--- config.mk ---
export PLATFORM = sky130hd
export DESIGN_NAME = imm_gen_pipe
export DESIGN_NICKNAME = d
export VERILOG_FILES = /design/src/rtl/imm_pkg.sv /design/src/rtl/imm_extract.sv /design/src/rtl/imm_gen_pipe.sv
export SDC_FILE = /design/constraint.sdc
export NUM_CORES = 1
export LEC_CHECK = 0
export CELL_PAD_IN_SITES_DETAIL_PLACEMENT = 1
export CELL_PAD_IN_SITES_GLOBAL_PLACEMENT = 1
export CORE_ASPECT_RATIO = 1.25
export CORE_MARGIN = 8
export CORE_UTILIZATION = 31
export CTS_BUF_LIST = sky130_fd_sc_hd__clkbuf_16
export CTS_CLUSTER_DIAMETER = 30
export DETAILED_ROUTE_END_ITERATION = 12
export GPL_TIMING_DRIVEN = 0
export HOLD_SLACK_MARGIN = 0.05
export PLACE_DENSITY = 0.7
export SLEW_MARGIN = 30
export SYNTH_ARGS = -nofsm -noshare
export SYNTH_HDL_FRONTEND = slang
export SYNTH_SLANG_ARGS = --single-unit
--- constraint.sdc ---
create_clock -name CLK -period 2.1 [get_ports CLK]
set_clock_uncertainty 0.1 [all_clocks]
set_input_delay 0.42 -clock CLK [delete_from_list [all_inputs] [get_ports CLK]]
set_output_delay 0.42 -clock CLK [all_outputs]
set_load 0.01 [all_outputs]
--- src/rtl/imm_pkg.sv ---
`default_nettype none
// ============================================================================
// Module      : imm_pkg
// Description : Shared immediate-select encodings and raw field widths.
// Revision    : 1.0 - initial release
// ============================================================================
package imm_pkg;

  localparam logic [2:0] IMM_U       = 3'b000;
  localparam logic [2:0] IMM_J       = 3'b001;
  localparam logic [2:0] IMM_I       = 3'b010;
  localparam logic [2:0] IMM_S       = 3'b011;
  localparam logic [2:0] IMM_B       = 3'b100;
  localparam logic [2:0] IMM_SHAMT   = 3'b101;
  localparam logic [2:0] IMM_ZIMM    = 3'b110;
  localparam logic [2:0] IMM_ILLEGAL = 3'b111;

  localparam int ZEXT_BIT = 3;

  localparam int RAW_W_U = 20;
  localparam int RAW_W_J = 21;
  localparam int RAW_W_I = 12;
  localparam int RAW_W_S = 12;
  localparam int RAW_W_B = 13;

endpackage
`default_nettype wire

--- src/rtl/imm_extract.sv ---
`default_nettype none
// ============================================================================
// Module      : imm_extract
// Description : Combinational immediate extraction and XLEN extension.
// Revision    : 1.0 - initial release
// ============================================================================
module imm_extract
  import imm_pkg::*;
#(
  parameter int XLEN = 32
) (
  input  logic [31:0]     INSTRUCTION,
  input  logic [3:0]      SELECT,
  output logic [XLEN-1:0] IMM,
  output logic            ERR
);

  logic        w_fill;
  logic        w_hi_fill;
  logic [5:0]  w_shamt;
  logic [31:0] w_imm32;
  logic        w_unused_opcode;

  assign w_unused_opcode = ^INSTRUCTION[6:0];

  generate
    if (XLEN == 64) begin : g_shamt64
      assign w_shamt = INSTRUCTION[25:20];
    end else if (XLEN == 32) begin : g_shamt32
      assign w_shamt = {1'b0, INSTRUCTION[24:20]};
    end else begin : g_bad_xlen
      $fatal(1, "imm_extract: XLEN must be 32 or 64");
    end
  endgenerate

  always_comb begin
    w_fill    = ~SELECT[ZEXT_BIT] & INSTRUCTION[31];
    w_hi_fill = 1'b0;
    w_imm32   = '0;
    ERR       = 1'b0;
    case (SELECT[2:0])
      IMM_U: begin
        w_imm32   = {INSTRUCTION[31:12], {(32-RAW_W_U){1'b0}}};
        w_hi_fill = w_fill;
      end
      IMM_J: begin
        w_imm32   = {{(32-RAW_W_J){w_fill}}, INSTRUCTION[31], INSTRUCTION[19:12],
                     INSTRUCTION[20], INSTRUCTION[30:21], 1'b0};
        w_hi_fill = w_fill;
      end
      IMM_I: begin
        w_imm32   = {{(32-RAW_W_I){w_fill}}, INSTRUCTION[31:20]};
        w_hi_fill = w_fill;
      end
      IMM_S: begin
        w_imm32   = {{(32-RAW_W_S){w_fill}}, INSTRUCTION[31:25], INSTRUCTION[11:7]};
        w_hi_fill = w_fill;
      end
      IMM_B: begin
        w_imm32   = {{(32-RAW_W_B){w_fill}}, INSTRUCTION[31], INSTRUCTION[7],
                     INSTRUCTION[30:25], INSTRUCTION[11:8], 1'b0};
        w_hi_fill = w_fill;
      end
      // Shift amounts and CSR immediates are unsigned regardless of SELECT[3]
      IMM_SHAMT: w_imm32 = {26'b0, w_shamt};
      IMM_ZIMM:  w_imm32 = {27'b0, INSTRUCTION[19:15]};
      default:   ERR     = 1'b1;
    endcase
  end

  generate
    if (XLEN == 64) begin : g_out64
      assign IMM = {{32{w_hi_fill}}, w_imm32};
    end else begin : g_out32
      logic w_unused_fill;
      assign w_unused_fill = w_hi_fill;
      assign IMM = w_imm32[XLEN-1:0];
    end
  endgenerate

endmodule
`default_nettype wire

--- src/rtl/imm_gen_pipe.sv ---
`default_nettype none
// ============================================================================
// Module      : imm_gen_pipe
// Description : Registered immediate generator with 2-entry skid buffer.
// Revision    : 1.0 - initial release
// ============================================================================
module imm_gen_pipe
  import imm_pkg::*;
#(
  parameter int XLEN  = 32,
  parameter int TAG_W = 8
) (
  input  logic             CLK,
  input  logic             RESET,
  input  logic             FLUSH,
  input  logic             IN_VALID,
  output logic             IN_READY,
  input  logic [31:0]      INSTRUCTION,
  input  logic [3:0]       SELECT,
  input  logic [TAG_W-1:0] IN_TAG,
  output logic             OUT_VALID,
  input  logic             OUT_READY,
  output logic [XLEN-1:0]  OUT_IMM,
  output logic [TAG_W-1:0] OUT_TAG,
  output logic             OUT_ERR
);

  logic [XLEN-1:0]  w_imm;
  logic             w_err;
  logic             w_accept;
  logic             w_out_free;

  logic             r_out_valid;
  logic [XLEN-1:0]  r_out_imm;
  logic [TAG_W-1:0] r_out_tag;
  logic             r_out_err;
  logic             r_skid_valid;
  logic [XLEN-1:0]  r_skid_imm;
  logic [TAG_W-1:0] r_skid_tag;
  logic             r_skid_err;

  imm_extract #(
    .XLEN (XLEN)
  ) u_extract (
    .INSTRUCTION (INSTRUCTION),
    .SELECT      (SELECT),
    .IMM         (w_imm),
    .ERR         (w_err)
  );

  assign IN_READY   = ~r_skid_valid;
  assign w_accept   = IN_VALID & IN_READY;
  assign w_out_free = ~r_out_valid | OUT_READY;

  always_ff @(posedge CLK or negedge RESET) begin
    if (!RESET) begin
      r_out_valid  <= 1'b0;
      r_out_imm    <= '0;
      r_out_tag    <= '0;
      r_out_err    <= 1'b0;
      r_skid_valid <= 1'b0;
      r_skid_imm   <= '0;
      r_skid_tag   <= '0;
      r_skid_err   <= 1'b0;
    end else if (FLUSH) begin
      // Data registers keep their contents; only occupancy is cleared
      r_out_valid  <= 1'b0;
      r_skid_valid <= 1'b0;
    end else if (w_out_free) begin
      if (r_skid_valid) begin
        r_out_valid  <= 1'b1;
        r_out_imm    <= r_skid_imm;
        r_out_tag    <= r_skid_tag;
        r_out_err    <= r_skid_err;
        r_skid_valid <= 1'b0;
      end else begin
        r_out_valid <= w_accept;
        if (w_accept) begin
          r_out_imm <= w_imm;
          r_out_tag <= IN_TAG;
          r_out_err <= w_err;
        end
      end
    end else if (w_accept) begin
      r_skid_valid <= 1'b1;
      r_skid_imm   <= w_imm;
      r_skid_tag   <= IN_TAG;
      r_skid_err   <= w_err;
    end
  end

  assign OUT_VALID = r_out_valid;
  assign OUT_IMM   = r_out_imm;
  assign OUT_TAG   = r_out_tag;
  assign OUT_ERR   = r_out_err;

endmodule
`default_nettype wire

==> flow_summary.yaml <==
status:
  status: "finished clean"
place:
  place_hpwl_mm: 9.97
  place_area_sq_um: 5160
  place_ws_ns: -0.226
  gp_congestion: 0.807
  port-buffer-count: 83
routing:
  routed_wl_mm: 13.5
  vias: 3648
  antenna_left: 0
  drcViolationCount: 0
  drtIter0Drc: 249
  via_per_inst: 5.16
  drt-wirelength-per-cell_um: 19.0
  first_pass_iters: 4
worst_hold_path:
  hold_path.class: "reg2reg"
clock_tree:
  cts_setup_buffers: 0
  clock_latency_ns: 0.34
  htreeDepth: 3
  clk_pin_slew_ns: 0.06
  clock-sinks: 84
  cts_tree: "built"
  cts-root-buf: "clkbuf_16"
  clk_path_buf_depth: 2
  cts_made_buffers: 9
logic_synthesis:
  syn_nets: 484
  synthArstFlopShare_pct: 100
  synthCells: 435
  synthDistinctLibCells: 38
  synthFlopType: "dfrtp_1"
  synth_top_area_cell: "dfrtp_1"
  ys_top_cells_by_area: "dfrtp_1 (51%), nand2_1 (6.8%), a21oi_1 (5.4%), o21ai_0 (4.5%), nand3_1 (3.9%)"
  ys_ff_latch: 84
  synth_edf_count: 0
  synth_area_sq_um: 4090
  seq_area_frac_synth_pct: 51.4
  synth_top_area_share_pct: 51.4
  synth_area_per_cell_sq_um: 9.40
  ys.warnings.count: 0
global_routing:
  grt_usage_pct: 16.2
  grt_pass1_vias: 3974
  grt_start_max_net_pins: 46
  grt-ovfl-total: 0
  antenna_found_initial: 0
  grt_pass1_wl_mm: 21.9
die:
  core_area_sq_um: 13100
  die_w_um: 119
  start_util_pct: 31.3
  fp-row-count: 47
  ioPinCount: 92
  die_h_um: 144
  die-area_sq_um: 17100
timing:
  worst_slew_pin_slew_ns: 0.553
  layout_min_cycle_time_ns: 1.98
  setup_violations: 0
  slew_violations: 0
  finalSetupTns_ns: 0
  fmax_mhz: 505
  timing.final.crit_share_pct: 94.2
  finalWorstSetupSlack_ns: 0.121
  max_slew_margin_pct: 63.1
  finalHoldViolCount: 0
  rsz0062_at_grt: "false"
worst_setup_path:
  startpoint: "r_skid_valid$_DFFE_PN0P_"
  cp_max_fo: 10
  critPathArrivalTime_ns: 1.46
  worstReg2RegEnd: "r_skid_imm[20]$_DFFE_PN0P_"
  worstSetupPathType: "reg2out"
  worstPathRequired_ns: 1.58
  cp-end-kind: "output port"
  endpoint: "IN_READY"
  rrSetupSlack_ns: 0.25
  reg2reg_depth: 6
  crit_path_start_kind: "flip-flop"
  reg2reg_from: "r_skid_valid$_DFFE_PN0P_"
pwr:
  power_mw: 4.68
  ir_worst_vdd_mv: 0.468
  p_seq_share_pct: 43.3
  p_sw_share_pct: 27.5
  p_leak_nw: 2.33
  p_sw_mw: 1.29
  powerDensity_nw_per_um2: 852
  p_clk_share_pct: 36.1
  p_comb_share_pct: 20.6
  p_int_mw: 3.40
cells_and_area:
  post-route-util_pct: 42.1
  antennaDiodeCount: 0
  nNetsFinal: 580
  area_delta_synth_final_pct: 34.4
  post-route-cell-area_sq_um: 5500
  drive_gt1_share_pct: 11.8
job:
  cap_violations: 0
placed cells by master, fill, tap and decap left out, types with 2 or more instances in the layout:
master	synthesis	final
a211oi_1	2	2
a21oi_1	44	44
a221o_1	4	4
buf_2	16	15
buf_4	2	3
buf_6	4	5
bufinv_16	0	2
clkbuf_1	14	12
clkbuf_16	0	9
clkdlybuf4s50_1	0	81
dfrtp_1	84	84
inv_1	13	14
mux2_2	8	8
mux2i_1	13	13
nand2_1	74	74
nand2b_1	4	4
nand3_1	32	32
nand3b_1	5	5
nor2_1	17	17
nor2b_1	2	2
nor3_4	2	2
o211ai_1	17	17
o211ai_2	8	8
o21a_1	2	2
o21ai_0	37	37
o21ai_1	16	16
worst min-delay path by stage:
| stage | startpoint | endpoint | slack [ns] | cells past startpoint |
|---|---|---|---|---|
| 3_5_place_dp | RESET | OUT_TAG[4]$_DFFE_PN0P_ | 0.26 | 1 |
| 2_1_floorplan | RESET | OUT_ERR$_DFFE_PN0P_ | 0.02 | 0 |
| 4_1_cts | r_skid_imm[4]$_DFFE_PN0P_ | r_skid_imm[4]$_DFFE_PN0P_ | 0.39 | 2 |
| 5_1_grt | r_skid_imm[23]$_DFFE_PN0P_ | r_skid_imm[23]$_DFFE_PN0P_ | 0.41 | 2 |
| 6_report | r_skid_imm[25]$_DFFE_PN0P_ | r_skid_imm[25]$_DFFE_PN0P_ | 0.39 | 2 |
| 3_3_place_gp | r_skid_imm[2]$_DFFE_PN0P_ | r_skid_imm[2]$_DFFE_PN0P_ | 0.36 | 2 |
registers in the layout, indices dropped and copies added, names as in the netlist:
| register | flops |
|---|---|
| r_skid_imm | 32 |
| OUT_IMM | 32 |
| OUT_ERR | 1 |
| r_skid_err | 1 |
| r_skid_tag | 8 |
| OUT_TAG | 8 |
| OUT_VALID | 1 |
| r_skid_valid | 1 |
critical path: stages (launching register included):
cell	delay [ns]
dfrtp_1	0.38
buf_4	0.19
inv_2	0.09
clkbuf_8	0.17
dlygate4sd2_1	0.28
kinds of logic after synthesis:
kind of cell	synth area share (%)
muxes	5.38
and+or+nand+nor	16.6
xor gates and xnor gates	0.214
AOI/OAI and AO/OA	20.5
buffers and inverters	5.90
DFF	51.4
cell type report:
type	count	area, sq um
plain buffers	36	206
clock buffers	9	225
clock inverters	7	83.8
fillers	1518	7560
inverters	13	48.8
multi-input cells	302	1750
flip-flops and latches	84	2100
well taps	171	214
repair buffers	85	868
cells in the mapped netlist (2+ instances only):
master,n
nand2_1,74
nand3b_1,5
mux2i_1,13
o21a_1,2
dfrtp_1,84
o211ai_2,8
clkbuf_1,14
buf_2,16
nor2b_1,2
nand2b_1,4
o211ai_1,17
a221o_1,4
a211oi_1,2
buf_4,2
o21ai_0,37
nor3_4,2
buf_6,4
mux2_2,8
inv_1,13
nor2_1,17
nand3_1,32
a21oi_1,44
o21ai_1,16
through the flow:
stage / hold slack [ns] / instances
after floorplan: 0.0244 / 435
after global placement: 0.362 / 689
after detailed placement: 0.263 / 690
after CTS: 0.389 / 707
after global routing: 0.409 / 707
final: 0.386 / 707
what timing repair did:
action	4_1_cts	5_1_grt
hold buffers	1	0
endpoints found under the hold margin	39	0
resized for setup	6	2
endpoints found under the setup margin	1	1
pin swaps	0	0
routing by layer:
metal  track usage (%)  up-vias  share of wire (%)
met3              3.28       16                3.8
met2              28.6       71                 53
met4              6.60        0                1.8
li1                  -     1708                  -
met5                 0        -                  0
met1              18.9     1853                 41
power by group through the flow:
stage / Clock (mW) / Combinational, mW / Sequential [mW]
after floorplan: 0 / 0.409 / 2.08
after global placement: 0 / 0.942 / 2.04
after CTS: 1.72 / 0.984 / 2.03
after detailed placement: 0 / 0.977 / 2.06
final: 1.69 / 0.964 / 2.03
after global routing: 1.78 / 1.07 / 2.07
No activity file was read; power rests on OpenSTA's default activity.
